[src/rtl/counter_ctrl_if.sv]
// Configuration/control handshake and counter status bundle for counter_ctrl.
interface counter_ctrl_if #(
    parameter int unsigned WIDTH = 4,
    parameter int unsigned TCW   = 8
);
    logic             cfg_valid;
    logic             cfg_ready;
    logic [WIDTH-1:0] cfg_period;
    logic             cfg_periodic;
    logic             start;
    logic             stop;
    logic             busy;
    logic             tick;
    logic [WIDTH-1:0] count;
    logic [TCW-1:0]   tick_total;

    // Controller side: issues configuration and start/stop, observes status.
    modport master (
        output cfg_valid, cfg_period, cfg_periodic, start, stop,
        input  cfg_ready, busy, tick, count, tick_total
    );

    // Counter side: consumes configuration and start/stop, produces status.
    modport slave (
        input  cfg_valid, cfg_period, cfg_periodic, start, stop,
        output cfg_ready, busy, tick, count, tick_total
    );
endinterface

[src/rtl/counter_ctrl.sv]
// Configurable one-shot / periodic down-counter with terminal-count tick
// and a saturating tick total since the last accepted configuration.
module counter_ctrl #(
    parameter int unsigned WIDTH = 4,
    parameter int unsigned TCW   = 8
) (
    input  logic           clk,
    input  logic           rst,
    counter_ctrl_if.slave  bus
);

    typedef enum logic [1:0] {
        IDLE  = 2'd0,
        ARMED = 2'd1,
        RUN   = 2'd2
    } state_e;

    state_e           state_q,    state_d;
    logic [WIDTH-1:0] count_q,    count_d;
    logic [TCW-1:0]   total_q,    total_d;
    logic [WIDTH-1:0] period_q,   period_d;
    logic             periodic_q, periodic_d;

    logic             tick_c;
    logic             cfg_ready_c;
    logic [WIDTH-1:0] reload_c;
    logic [WIDTH-1:0] cfg_reload_c;

    // Status decode; period 0 wraps to an all-ones reload, i.e. 2^WIDTH cycles.
    assign tick_c       = (state_q == RUN) && (count_q == '0);
    assign cfg_ready_c  = (state_q != RUN);
    assign reload_c     = period_q - WIDTH'(1);
    assign cfg_reload_c = bus.cfg_period - WIDTH'(1);

    assign bus.tick       = tick_c;
    assign bus.cfg_ready  = cfg_ready_c;
    assign bus.busy       = (state_q == RUN);
    assign bus.count      = count_q;
    assign bus.tick_total = total_q;

    // State and datapath registers with synchronous reset.
    always_ff @(posedge clk) begin
        if (rst) begin
            state_q    <= IDLE;
            count_q    <= '0;
            total_q    <= '0;
            period_q   <= '0;
            periodic_q <= 1'b0;
        end else begin
            state_q    <= state_d;
            count_q    <= count_d;
            total_q    <= total_d;
            period_q   <= period_d;
            periodic_q <= periodic_d;
        end
    end

    // Next-state and datapath update; stop outranks start, cfg outranks start.
    always_comb begin
        state_d    = state_q;
        count_d    = count_q;
        total_d    = total_q;
        period_d   = period_q;
        periodic_d = periodic_q;

        unique case (state_q)
            IDLE: begin
                if (bus.cfg_valid) begin
                    period_d   = bus.cfg_period;
                    periodic_d = bus.cfg_periodic;
                    count_d    = cfg_reload_c;
                    total_d    = '0;
                    state_d    = ARMED;
                end
            end
            ARMED: begin
                if (bus.cfg_valid) begin
                    period_d   = bus.cfg_period;
                    periodic_d = bus.cfg_periodic;
                    count_d    = cfg_reload_c;
                    total_d    = '0;
                end else if (bus.stop) begin
                    count_d = reload_c;
                end else if (bus.start) begin
                    count_d = reload_c;
                    state_d = RUN;
                end
            end
            RUN: begin
                if (tick_c && (total_q != {TCW{1'b1}})) begin
                    total_d = total_q + TCW'(1);
                end
                if (bus.stop) begin
                    count_d = reload_c;
                    state_d = ARMED;
                end else if (tick_c) begin
                    count_d = reload_c;
                    if (!periodic_q) begin
                        state_d = ARMED;
                    end
                end else begin
                    count_d = count_q - WIDTH'(1);
                end
            end
            default: begin
                state_d = IDLE;
                count_d = '0;
            end
        endcase
    end

endmodule

[src/flat_wrapper.sv]
// flat-port wrapper written by rule: the top's interface ports become plain ports
module counter_ctrl_flat 
#(
    parameter int unsigned WIDTH = 4,
    parameter int unsigned TCW   = 8
)
  (clk, rst, bus_cfg_valid, bus_cfg_period, bus_cfg_periodic, bus_start, bus_stop, bus_cfg_ready, bus_busy, bus_tick, bus_count, bus_tick_total);
  counter_ctrl_if #(.WIDTH(WIDTH), .TCW(TCW)) bus_i ();
  input  logic clk;
  input  logic rst;
  input wire logic [$bits(bus_i.cfg_valid)-1:0] bus_cfg_valid;
  input wire logic [$bits(bus_i.cfg_period)-1:0] bus_cfg_period;
  input wire logic [$bits(bus_i.cfg_periodic)-1:0] bus_cfg_periodic;
  input wire logic [$bits(bus_i.start)-1:0] bus_start;
  input wire logic [$bits(bus_i.stop)-1:0] bus_stop;
  output wire logic [$bits(bus_i.cfg_ready)-1:0] bus_cfg_ready;
  output wire logic [$bits(bus_i.busy)-1:0] bus_busy;
  output wire logic [$bits(bus_i.tick)-1:0] bus_tick;
  output wire logic [$bits(bus_i.count)-1:0] bus_count;
  output wire logic [$bits(bus_i.tick_total)-1:0] bus_tick_total;
  assign bus_i.cfg_valid = bus_cfg_valid;
  assign bus_i.cfg_period = bus_cfg_period;
  assign bus_i.cfg_periodic = bus_cfg_periodic;
  assign bus_i.start = bus_start;
  assign bus_i.stop = bus_stop;
  assign bus_cfg_ready = bus_i.cfg_ready;
  assign bus_busy = bus_i.busy;
  assign bus_tick = bus_i.tick;
  assign bus_count = bus_i.count;
  assign bus_tick_total = bus_i.tick_total;
  counter_ctrl #(.WIDTH(WIDTH), .TCW(TCW)) u_core (.clk(clk), .rst(rst), .bus(bus_i));
endmodule
[config.mk]
export PLATFORM = sky130hd
export DESIGN_NAME = counter_ctrl_flat
export DESIGN_NICKNAME = d
export VERILOG_FILES = /design/src/rtl/counter_ctrl_if.sv /design/src/rtl/counter_ctrl.sv /design/src/flat_wrapper.sv
export SDC_FILE = /design/constraint.sdc
export NUM_CORES = 1
export LEC_CHECK = 0
export CORE_MARGIN = 10
export CORE_UTILIZATION = 56
export CTS_BUF_LIST = sky130_fd_sc_hd__clkbuf_8
export CTS_CLUSTER_SIZE = 20
export DETAILED_ROUTE_END_ITERATION = 8
export PLACE_DENSITY = 0.89
export SKIP_LAST_GASP = 1
export SYNTH_ARGS = -nofsm -noshare
export SYNTH_HDL_FRONTEND = slang
export SYNTH_SLANG_ARGS = --single-unit
[constraint.sdc]
create_clock -name clk -period 4.4 [get_ports clk]
set_clock_uncertainty 0.05 [all_clocks]
set_input_delay 0.88 -clock clk [delete_from_list [all_inputs] [get_ports clk]]
set_output_delay 0.88 -clock clk [all_outputs]
set_load 0.05 [all_outputs]
==> flow_metrics.env <==
export IMPL_status="finished clean"
export IMPL_crit_buf_inv=3
export IMPL_holdCritPathClass="register to register"
export IMPL_ys_ff_latch=19
export IMPL_rows=16
export IMPL_layout_drive_gt1_share=0.0778
export IMPL_antenna_found_initial=0
export IMPL_slew_headroom=0.635
export IMPL_worst_ep_required_time_ps=3470
export IMPL_vias=1141
export IMPL_fp_dieH_um=65.0
export IMPL_cts_sinks=19
export IMPL_dr_first_iter_drc_count=44
export IMPL_fillers=164
export IMPL_worstSetupPathType="register to primary output"
export IMPL_overflow=0
export IMPL_seqCellArea_um2=380
export IMPL_pwr_density_cell_mw_per_mm2=279
export IMPL_grt_max_degree=17
export IMPL_cts_root_buf="clkbuf_8"
export IMPL_synth_edf_count=0
export IMPL_fin_crit_ps=3240
export IMPL_htreeDepth=1
export IMPL_grt_pass1_wl_um=5110
export IMPL_p_leak_nw=0.537
export IMPL_crit_chain="inv_1, ha_1, nor3b_2, nand2_1, inv_1, clkdlybuf4s50_1"
export IMPL_syn_inst=141
export IMPL_clock_latency_ps=250
export IMPL_routedWlPerCell_um=15.2
export IMPL_setup_viol=0
export IMPL_worst_pin_slew_ps=545
export IMPL_ys_async_sr_fraction=0
export IMPL_holdWs_ps=424
export IMPL_pin_count=25
export IMPL_post_dp_hpwl_um=2340
export IMPL_grt_busiest_layer="met2"
export IMPL_slowest_stage="clkdlybuf4s50_1"
export IMPL_diodes=0
export IMPL_cts_tree="built"
export IMPL_drtPass1Iterations=4
export IMPL_cp_top_family="buffers and inverters"
export IMPL_clkTransAtPathRegs_ps=70
export IMPL_place_gp_congestion=0.920
export IMPL_drt_total_wl_um=2950
export IMPL_synth_avg_cell_area_um2=8.05
export IMPL_use_met3=0.0481
export IMPL_fin_nets=182
export IMPL_clockBufferDepth=2
export IMPL_irDropWorstVdd_mv=0.212
export IMPL_worstSetupStartpointType="register"
export IMPL_ant_nets=0
export IMPL_synth_area_mm2=0.00113
export IMPL_arrival_ps=2310
export IMPL_track_usage=0.144
export IMPL_chipWidth_um=65.0
export IMPL_grt_pass1_vias=1182
export IMPL_synthFlopType="dfxtp_1"
export IMPL_io_buffers=24
export IMPL_area_delta_synth_final_pct=27.5
export IMPL_finalHoldViolations=0
export IMPL_crit_top_cell="inv_1"
export IMPL_grt_setup_unrepaired="no"
export IMPL_dieArea_mm2=0.00423
export IMPL_vias_per_cell=5.88
export IMPL_drcViolationCount=0
export IMPL_cts_setup_buffers=0
export IMPL_core_mm2=0.00194
export IMPL_critical_path_max_stage_delay_ps=800
export IMPL_start_util=0.584
export IMPL_numCtsBuffers=3
export IMPL_finalCoreUtilization=0.745
export IMPL_synth_distinct_cells=43
export IMPL_period_share=0.736
export IMPL_multiInputGateArea_um2=698
export IMPL_holdBufCountCts=0
export IMPL_cp_end_kind="primary output"
export IMPL_drv_slew=0
export IMPL_use_met2=0.236
export IMPL_ys_seq_area_frac=0.335
export IMPL_drv_cap=0
export IMPL_fmax_ghz=0.309
export IMPL_synth_warnings=0
export IMPL_grtUsageMet1=0.168
export IMPL_syn_nets=155
export IMPL_crit_fanout=7
export IMPL_setup_tns_ps=0
export IMPL_cts_resized=0
final cells by class:
class / count / share of cell area
well taps: 27 / 0.0234
repair buffers: 24 / 0.166
inverters: 13 / 0.0337
multi-input cells: 107 / 0.483
clock buffers: 3 / 0.0285
flip-flops and latches: 19 / 0.263
clock inverters: 1 / 0.00260
report_power, final:
group	switching, mW	total, mW	internal [mW]
combinational	0.0555	0.0946	0.0391
clock	0.0579	0.120	0.0621
sequential	0.00998	0.189	0.179
total	0.123	0.404	0.281
metal layers:
| layer | share of wire | wire (um) |
|---|---|---|
| met5 | 0 | 0 |
| met1 | 0.41 | 1210 |
| met4 | 0.019 | 56 |
| met2 | 0.48 | 1430 |
| met3 | 0.086 | 254 |
path summary, 6_finish.rpt:
kind | startpoint | end | slack [ps] | cells past startpoint
max | u_core.bus.count[0] | bus_tick | 1160 | 6
min | u_core.periodic_q | u_core.periodic_q | 420 | 2
max reg2reg | u_core.bus.count[0] | u_core.bus.tick_total[1] | 2420 | 6
min reg2reg | u_core.periodic_q | u_core.periodic_q | 420 | 2
cell families (layout without fill, tap and decap cells):
logic type      Yosys count  count (layout)  share of synthesized area
simple gates             56              56                      0.265
compound gates           37              37                      0.219
flops                    19              19                      0.335
buf+inv                  15              41                     0.0496
xor+xnor                  7               7                     0.0606
fa+ha+maj                 4               4                     0.0441
mux                       3               3                     0.0265
cell usage in the layout, fill, tap and decap left out, types with 2 or more instances in the layout:
| cell | netlist | layout |
|---|---|---|
| xor2_1 | 2 | 2 |
| nor2_1 | 7 | 7 |
| mux2i_1 | 3 | 3 |
| xnor2_1 | 4 | 4 |
| o2111ai_1 | 2 | 2 |
| clkdlybuf4s50_1 | 0 | 24 |
| or4_1 | 3 | 3 |
| clkbuf_8 | 0 | 3 |
| nand2b_1 | 2 | 2 |
| o31ai_1 | 2 | 2 |
| nor3_1 | 3 | 3 |
| inv_1 | 12 | 13 |
| nand2_1 | 19 | 19 |
| nand3_1 | 8 | 8 |
| a211oi_1 | 2 | 2 |
| ha_1 | 4 | 4 |
| a21oi_1 | 11 | 11 |
| dfxtp_1 | 19 | 19 |
| o21ai_0 | 7 | 7 |
| o211ai_1 | 2 | 2 |
| a31oi_1 | 2 | 2 |
| nor4_1 | 3 | 3 |
cell usage after synthesis, drive strengths merged (3+ instances only):
cell	n	area, um2
o21ai	7	35.0
ha	4	50.1
nand2	19	71.3
nor2	7	26.3
inv	13	48.8
nand2b	3	21.3
o211ai	3	27.5
or4	3	22.5
a21oi	11	55.1
mux2i	3	30.0
dfxtp	19	380
nor3	3	15.0
xnor2	5	51.3
nand3	8	40.0
nor4	3	18.8
flip-flops by register name, indices dropped and copies added (netlist names):
name and flops:
u_core.period_q 4, u_core.bus.count 4, u_core.state_q 2, u_core.periodic_q 1, u_core.bus.tick_total 8
tightest hold or removal path, cell delays in order, from the launching register on:
cell and delay (ps):
dfxtp_1 320, nand2_1 50, a21oi_1 50
through the flow:
step / std cells / instance area, um2 / total power, mW / worst slack [ps]
after CTS: 194 / 1450 / 0.406 / 1160
after global routing: 194 / 1450 / 0.424 / 1020
after floorplan: 141 / 1130 / 0.253 / 1910
final: 194 / 1450 / 0.404 / 1160
after detailed placement: 190 / 1400 / 0.286 / 1460
after global placement: 190 / 1400 / 0.283 / 1540
Note: power is estimated with default switching activity, not from simulation.
